--- src/rtl/seq_det_pkg.sv ---
// Shared types and constants for the serial pattern detector controller.
package seq_det_pkg;

    typedef enum logic {
        ST_IDLE  = 1'b0,
        ST_SHIFT = 1'b1
    } state_e;

    localparam int         CNT_W       = 8;
    localparam logic [3:0] DEF_PATTERN = 4'b1010;

endpackage

--- src/rtl/seq_det_core.sv ---
// Bit-serial pattern matcher: history shift register, fill counter and compare.
module seq_det_core
    import seq_det_pkg::*;
#(
    parameter int PLEN = 4
) (
    input  logic            clk,
    input  logic            rst,
    input  logic            clear_i,
    input  logic            bit_valid_i,
    input  logic            bit_i,
    input  logic [PLEN-1:0] pattern_i,
    input  logic            overlap_i,
    output logic            match_o
);

    localparam int            FW   = $clog2(PLEN + 1);
    localparam logic [FW-1:0] FULL = FW'(PLEN);

    logic [PLEN-1:0] hist_q, hist_d, hist_shift;
    logic [FW-1:0]   fill_q, fill_d, fill_inc;

    // A match needs a full window ending on this bit; overlap mode keeps the window full.
    always_comb begin
        hist_shift = {hist_q[PLEN-2:0], bit_i};
        fill_inc   = (fill_q == FULL) ? FULL : fill_q + FW'(1);
        match_o    = bit_valid_i && (hist_shift == pattern_i) && (fill_inc == FULL);
        hist_d     = hist_q;
        fill_d     = fill_q;
        if (clear_i) begin
            hist_d = '0;
            fill_d = '0;
        end else if (bit_valid_i) begin
            hist_d = hist_shift;
            fill_d = (match_o && !overlap_i) ? '0 : fill_inc;
        end
    end

    always_ff @(posedge clk or negedge rst) begin
        if (!rst) begin
            hist_q <= '0;
            fill_q <= '0;
        end else begin
            hist_q <= hist_d;
            fill_q <= fill_d;
        end
    end

endmodule

--- src/rtl/seq_det_ctrl.sv ---
// Word-in, bit-serial pattern detector with match counter and sticky threshold irq.
module seq_det_ctrl
    import seq_det_pkg::*;
#(
    parameter int WIDTH = 8,
    parameter int PLEN  = 4
) (
    input  logic             clk,
    input  logic             rst,
    input  logic             cfg_we,
    input  logic [PLEN-1:0]  cfg_pattern,
    input  logic             cfg_overlap,
    input  logic [CNT_W-1:0] cfg_thresh,
    input  logic             in_valid,
    input  logic [WIDTH-1:0] in_data,
    output logic             in_ready,
    output logic             busy,
    output logic             z,
    output logic [CNT_W-1:0] match_cnt,
    output logic             irq,
    input  logic             irq_clr,
    output logic             dbg_state
);

    localparam int            BW   = $clog2(WIDTH);
    localparam logic [BW-1:0] LAST = BW'(WIDTH - 1);

    state_e           state_q, state_d;
    logic [WIDTH-1:0] data_q, data_d;
    logic [BW-1:0]    bcnt_q, bcnt_d;
    logic [PLEN-1:0]  pat_q, pat_d;
    logic             ovl_q, ovl_d;
    logic [CNT_W-1:0] thr_q, thr_d;
    logic [CNT_W-1:0] cnt_q, cnt_d;
    logic             z_q, irq_q, irq_d;
    logic             cfg_load, bit_valid, match, irq_set;

    // Handshake: a word transfers on a rising edge where in_valid && in_ready.
    always_comb begin
        state_d   = state_q;
        data_d    = data_q;
        bcnt_d    = bcnt_q;
        cfg_load  = 1'b0;
        bit_valid = 1'b0;
        case (state_q)
            ST_IDLE: begin
                cfg_load = cfg_we;
                if (in_valid) begin
                    data_d  = in_data;
                    bcnt_d  = '0;
                    state_d = ST_SHIFT;
                end
            end
            ST_SHIFT: begin
                bit_valid = 1'b1;
                data_d    = data_q << 1;
                bcnt_d    = bcnt_q + BW'(1);
                if (bcnt_q == LAST) state_d = ST_IDLE;
            end
            default: state_d = ST_IDLE;
        endcase
    end

    always_comb begin
        pat_d   = cfg_load ? cfg_pattern : pat_q;
        ovl_d   = cfg_load ? cfg_overlap : ovl_q;
        thr_d   = cfg_load ? cfg_thresh  : thr_q;
        irq_set = match && (cnt_q != '1) && (thr_q != '0) && ((cnt_q + CNT_W'(1)) == thr_q);
        cnt_d   = cnt_q;
        irq_d   = irq_q;
        if (cfg_load) begin
            cnt_d = '0;
            irq_d = 1'b0;
        end else begin
            if (match && (cnt_q != '1)) cnt_d = cnt_q + CNT_W'(1);
            if (irq_set)                irq_d = 1'b1;
            else if (irq_clr)           irq_d = 1'b0;
        end
    end

    always_ff @(posedge clk or negedge rst) begin
        if (!rst) begin
            state_q <= ST_IDLE;
            data_q  <= '0;
            bcnt_q  <= '0;
            pat_q   <= PLEN'(DEF_PATTERN);
            ovl_q   <= 1'b0;
            thr_q   <= '0;
            cnt_q   <= '0;
            z_q     <= 1'b0;
            irq_q   <= 1'b0;
        end else begin
            state_q <= state_d;
            data_q  <= data_d;
            bcnt_q  <= bcnt_d;
            pat_q   <= pat_d;
            ovl_q   <= ovl_d;
            thr_q   <= thr_d;
            cnt_q   <= cnt_d;
            z_q     <= match;
            irq_q   <= irq_d;
        end
    end

    seq_det_core #(.PLEN(PLEN)) u_core (
        .clk         (clk),
        .rst         (rst),
        .clear_i     (cfg_load),
        .bit_valid_i (bit_valid),
        .bit_i       (data_q[WIDTH-1]),
        .pattern_i   (pat_q),
        .overlap_i   (ovl_q),
        .match_o     (match)
    );

    assign in_ready  = (state_q == ST_IDLE);
    assign busy      = (state_q == ST_SHIFT);
    assign z         = z_q;
    assign match_cnt = cnt_q;
    assign irq       = irq_q;
    assign dbg_state = state_q;

endmodule
--- config.mk ---
export PLATFORM = sky130hd
export DESIGN_NAME = seq_det_ctrl
export DESIGN_NICKNAME = d
export VERILOG_FILES = /design/src/rtl/seq_det_pkg.sv /design/src/rtl/seq_det_core.sv /design/src/rtl/seq_det_ctrl.sv
export SDC_FILE = /design/constraint.sdc
export NUM_CORES = 1
export LEC_CHECK = 0
export CELL_PAD_IN_SITES_DETAIL_PLACEMENT = 0
export CELL_PAD_IN_SITES_GLOBAL_PLACEMENT = 1
export CORE_MARGIN = 2
export CORE_UTILIZATION = 47
export DETAILED_ROUTE_END_ITERATION = 8
export DONT_BUFFER_PORTS = 1
export MAX_ROUTING_LAYER = met4
export PLACE_DENSITY = 0.82
export REMOVE_ABC_BUFFERS = 1
export SYNTH_ARGS = -nofsm -noshare
export SYNTH_HDL_FRONTEND = slang
export SYNTH_SLANG_ARGS = --single-unit
--- constraint.sdc ---
create_clock -name clk -period 2.25 [get_ports clk]
set_clock_uncertainty 0.1 [all_clocks]
set_input_delay 0.45 -clock clk [delete_from_list [all_inputs] [get_ports clk]]
set_output_delay 0.45 -clock clk [all_outputs]
set_load 0.01 [all_outputs]
# == Yosys cells after proc, flatten, opt, wreduce, memory -nomap -nowiden ==
# Index checks and enable logic that the tools add are counted.
# totals
ff_bits,41
out_inout_bits,13
elab_cells,53
inputBits,26
# op_classes
n_eq_ne,7
n_mux,20
n_bitwise,1
reduce_logical,11
add_sub_neg,3
# op_table
cell,n
8-bit two-way mux,3
3-bit two-way mux,7
8-bit one-hot mux with 2 select lines,1
"3-bit equality test, second input constant",3
"8-bit by 1-bit adder with 8-bit output, second input constant",1
8-bit equality test,1
"8-bit inequality test, second input constant",1
8-bit nonzero test,1
1-bit two-way mux,7
"3-bit by 1-bit adder with 3-bit output, second input constant",2
1-bit logical AND,6
3-bit one-hot mux with 2 select lines,1
4-bit equality test,1
2-bit nonzero test,2
3-bit nonzero test,1
"2-bit inequality test, second input constant",1
1-bit one-hot mux with 2 select lines,1
1-bit logical NOT,1
1-bit NOT,1

# == Logic depth before layout (Yosys ltp) ==
# depth
ltp_word,9
ltp_mapped,9
ltp_nobuf,7

# == Modules after synthesis ==
# Synthesis repeated with hierarchy kept, for this count alone.
# hier_totals
hier_cells,187
hier_area_um2,2059.5
# modules_own_cells
mod,seq_area_each_um2,area_each_um2,cells_each,instances
seq_det_ctrl,878.3,1691.6,149,1
seq_det_core,150.1,367.9,38,1

# == Least setup slack after synthesis ==
# Ideal clock, no wire load.
# synth_path
path_type,register to register
from,reg cnt_q[0] (netlist: match_cnt[0])
to,reg cnt_q[0] (netlist: match_cnt[0])
t_arrival_ns,1.909
setup_ns,0.125
synth_period_minus_slack_ns,2.133
t_required_ns,2.025
stages_incl_launch_ff,9
path_buffers,3
setup_slack_ns,0.117
path_cell_list,dfrtp_1 > ha_1 > buf_6 > nand3_4 > or3_1 > and4_1 > buf_6 > buf_6 > mux2_2
# synth_between
elab_chain_len,3
elab_cells_between_ends,6
classes_between,add/sub: 1; eq/ne: 1; mux: 2; reduce/logical: 2
# synth_lines
element,line_no,rtl
start: declaration,seq_det_ctrl.sv:34,"logic [CNT_W-1:0] cnt_q, cnt_d;"
start signal: assignment,seq_det_ctrl.sv:99,cnt_q <= cnt_d;
8-bit by 1-bit adder with 8-bit output or 8-bit inequality test (tied branches),seq_det_ctrl.sv:75,if (match && (cnt_q != '1)) cnt_d = cnt_q + CNT_W'(1);
8-bit two-way mux or 1-bit logical AND (tied branches),seq_det_ctrl.sv:75,
8-bit two-way mux or 2-bit nonzero test (tied branches),n/a,
# Several ways; a longest one is shown, not always the timed one. The select of a mux whose other input is x is not followed.
# A chain may end at the register's enable or synchronous reset.

# == Worst setup path after layout ==
# layout_path
from,reg u_core.fill_q[0]
to,reg cnt_q[2] (netlist: match_cnt[2])
# layout_between
elab_chain_len,6
elab_cells_between_ends,7
classes_between,add/sub: 1; eq/ne: 2; mux: 1; reduce/logical: 3
# layout_lines
element,line_no,rtl
start: declaration,seq_det_core.sv:21,"logic [FW-1:0] fill_q, fill_d, fill_inc;"
start signal: assignment,seq_det_core.sv:45,fill_q <= fill_d;
3-bit by 1-bit adder with 3-bit output or 3-bit equality test (tied branches),seq_det_core.sv:26,fill_inc = (fill_q == FULL) ? FULL : fill_q + FW'(1);
3-bit two-way mux (*),seq_det_core.sv:26,
3-bit equality test (*),seq_det_core.sv:27,match_o = bit_valid_i && (hist_shift == pattern_i) && (fill_inc == FULL);
1-bit logical AND (*),seq_det_core.sv:27,
1-bit logical AND (*),seq_det_ctrl.sv:75,
2-bit nonzero test (no line) (*),n/a,
# Mark *: on every way between the ends. The rest lies on a longest branch, timed or not.

==> results.yml <==
timing:
  drv_slew: 0
  max_freq_mhz: 478
  min_period_over_period: 0.930
  period_needed_ps: 2090
  worstMarginPinSlew_ps: 644
  setup_viol: 0
  hold_ws_ps: 120
  rsz0062_at_grt: "no"
  hold_viol_final: 0
  slew_headroom: 0.570
  fin_setup_tns_ps: 0
power:
  clockPowerShare: 0.154
  power_switching_uw: 1310
  peakVddDrop_mv: 0.434
  p_int_uw: 1910
  pwr-share-comb: 0.436
  power_uw: 3210
  swShare: 0.407
  p_leak_uw: 0.00109
  seq_power_share: 0.411
  power_density_mw_per_mm2: 1310
floorplanning:
  core_mm2: 0.00466
  fp.dieH_um: 72.9
  dieArea_mm2: 0.00532
  num_rows: 25
  io_pins: 39
  start_util: 0.479
  die_w_um: 72.9
placed_design:
  placed_cell_area_mm2: 0.00233
  place_inst: 295
  place_hpwl_mm: 3.17
  io_buffers: 0
  gp_congestion: 0.841
critical_path:
  required_ps: 2380
  reg2reg_slack_ps: 160
  endpoint_kind: "flip-flop"
  rr_startpoint: "u_core.fill_q[0]"
  cp_max_fo: 17
  r2r-end: "match_cnt[2]"
  critPathArrivalTime_ps: 2220
  critPathLaunchType: "flip-flop"
  crit_type: "reg -> reg"
  reg2reg_depth: 8
run_status:
  status: "finished clean"
grt:
  track_usage: 0.197
  grt-ovfl-total: 0
  antenna_found_initial: 0
  grt_pass1_wl_mm: 7.64
  grt_pass1_vias: 1638
  grt_max_degree: 42
job:
  cap_violations: 0
logic_synthesis:
  syn_inst: 242
  yosysSeqAreaShare: 0.461
  synth_ff_type: "dfrtp_1"
  ys_types: 42
  synth-seq-cells: 41
  syn_avg_cell_area_um2: 9.23
  ys_async_sr_fraction: 1.00
  yosysWarningCount: 0
  synth_edf_count: 0
  netlist_area_mm2: 0.00223
cts:
  cts.sinks: 41
  cts.clk_slew.worst_paths_ps: 90
  cts_made_buffers: 5
  insertion_delay_ps: 300
  htreeDepth: 2
  cts_tree: "done"
  clockBufferDepth: 2
  root_buffer: "clkbuf_8"
routing:
  drcViolationCount: 0
  vias: 1680
  routedWlPerCell_um: 15.1
  antenna_left: 0
  vias_per_cell: 5.49
  routed_wl_mm: 4.62
  drt-initial-drc-count: 80
  drtPass1Iterations: 4
worst_hold_path:
  hp-class: "in -> reg"
  hold_path_depth: 2
  whs_endpoint: "pat_q[1]"
  holdCritStartpoint: "cfg_pattern[1]"
finish:
  nNetsFinal: 282
  final_area_mm2: 0.00246
  mostFrequentLayoutCells: "nand2_1, dfrtp_1, o21ai_0"
  instances_no_fill: 306
  drive_above_1_share: 0.131
  mostFrequentLayoutCell: "nand2_1"
  fillers: 438
  area_growth_pct: 10.1
  antennaDiodeCount: 0
==> per-layer routing <==
metal	share of wire	track usage
met4	0.020	0.0864
met3	0.046	0.0456
met2	0.46	0.293
met1	0.47	0.257
met5	0	-
==> flip-flops by register name, indices dropped and copies added (netlist names), 3 cells and up <==
signal	count
data_q	8
match_cnt	8
thr_q	8
pat_q	4
bcnt_q	3
u_core.fill_q	3
u_core.hist_q	3
==> area by class of cell <==
class / count / area [um2] / share of cell area
Clock buffer: 5 / 68.8 / 0.0280
Clock inverter: 3 / 21.3 / 0.00865
Inverter: 9 / 33.8 / 0.0137
Tap cell: 54 / 67.6 / 0.0275
Timing Repair Buffer: 17 / 155 / 0.0631
Sequential cell: 41 / 1030 / 0.418
Multi-Input combinational cell: 177 / 1080 / 0.441
==> power by group through the flow <==
stage / Combinational (uW) / Sequential (uW) / Clock, uW
after floorplan: 869 / 1400 / 0
after global placement: 1330 / 1330 / 0
after detailed placement: 1350 / 1340 / 0
after CTS: 1380 / 1330 / 518
after global routing: 1590 / 1370 / 540
final: 1400 / 1320 / 494
==> what timing repair did <==
item	CTS	global route
setup endpoints to repair	0	3
gates resized for setup	0	1
hold buffers	2	0
setup buffers	0	1
endpoints found under the hold margin	41	0
==> cell families (layout without fill, tap and decap cells) <==
family | count (synthesis) | in the layout | synth area share
compound gates | 42 | 42 | 0.115
mux | 18 | 18 | 0.0885
simple gates | 102 | 102 | 0.212
fa+ha+maj | 5 | 5 | 0.0280
xor+xnor | 10 | 10 | 0.0392
buf+inv | 24 | 34 | 0.0566
flops | 41 | 41 | 0.461
==> worst max path at each step <==
stage                         endpoint              from  slack [ps]
after detailed placement  match_cnt[2]  u_core.fill_q[0]         130
after floorplan           match_cnt[2]              busy        -420
after CTS                 match_cnt[2]  u_core.fill_q[0]          80
after global placement    match_cnt[2]  u_core.fill_q[0]         170
after global routing      match_cnt[2]  u_core.fill_q[0]          30
final                     match_cnt[2]  u_core.fill_q[0]         160
==> stage by stage <==
step / setup WS (ps) / utilization
4_1_cts: 83.5 / 0.525
3_5_place_dp: 133 / 0.499
3_3_place_gp: 174 / 0.499
6_report: 157 / 0.528
5_1_grt: 34.8 / 0.528
2_1_floorplan: -422 / -
==> worst max-delay path, stage by stage, from the launching register on <==
cell and delay, ps:
dfrtp_1 390, buf_4 140, ha_1 220, nand3b_1 100
and4_1 230, and4_1 240, buf_12 160, mux2_4 300
mux2i_1 120
==> synth_stat cells, types with 2 or more instances <==
cell / n / share of area
a21oi_1: 2 / 0.0045
a211oi_1: 2 / 0.0067
nand3b_1: 2 / 0.0067
a22o_1: 3 / 0.012
and4_1: 2 / 0.0078
ha_1: 5 / 0.028
nand3_1: 6 / 0.013
o21ai_0: 21 / 0.047
mux2_4: 3 / 0.020
and3_1: 2 / 0.0056
a31oi_1: 4 / 0.011
buf_2: 2 / 0.0045
xnor2_1: 8 / 0.031
nor2_1: 11 / 0.018
clkbuf_1: 7 / 0.012
dfstp_2: 2 / 0.024
a22oi_1: 2 / 0.0067
inv_1: 8 / 0.013
nand2b_1: 3 / 0.0084
or3_1: 3 / 0.0084
mux2i_1: 13 / 0.058
nand4_1: 4 / 0.011
nand2_1: 61 / 0.10
mux2_2: 2 / 0.010
buf_6: 4 / 0.020
nor4_1: 2 / 0.0056
o31ai_1: 2 / 0.0067
dfrtp_1: 39 / 0.44
xor2_1: 2 / 0.0078
o21ai_1: 2 / 0.0045
nand4b_1: 2 / 0.0078
(Power assumes the default switching activity.)
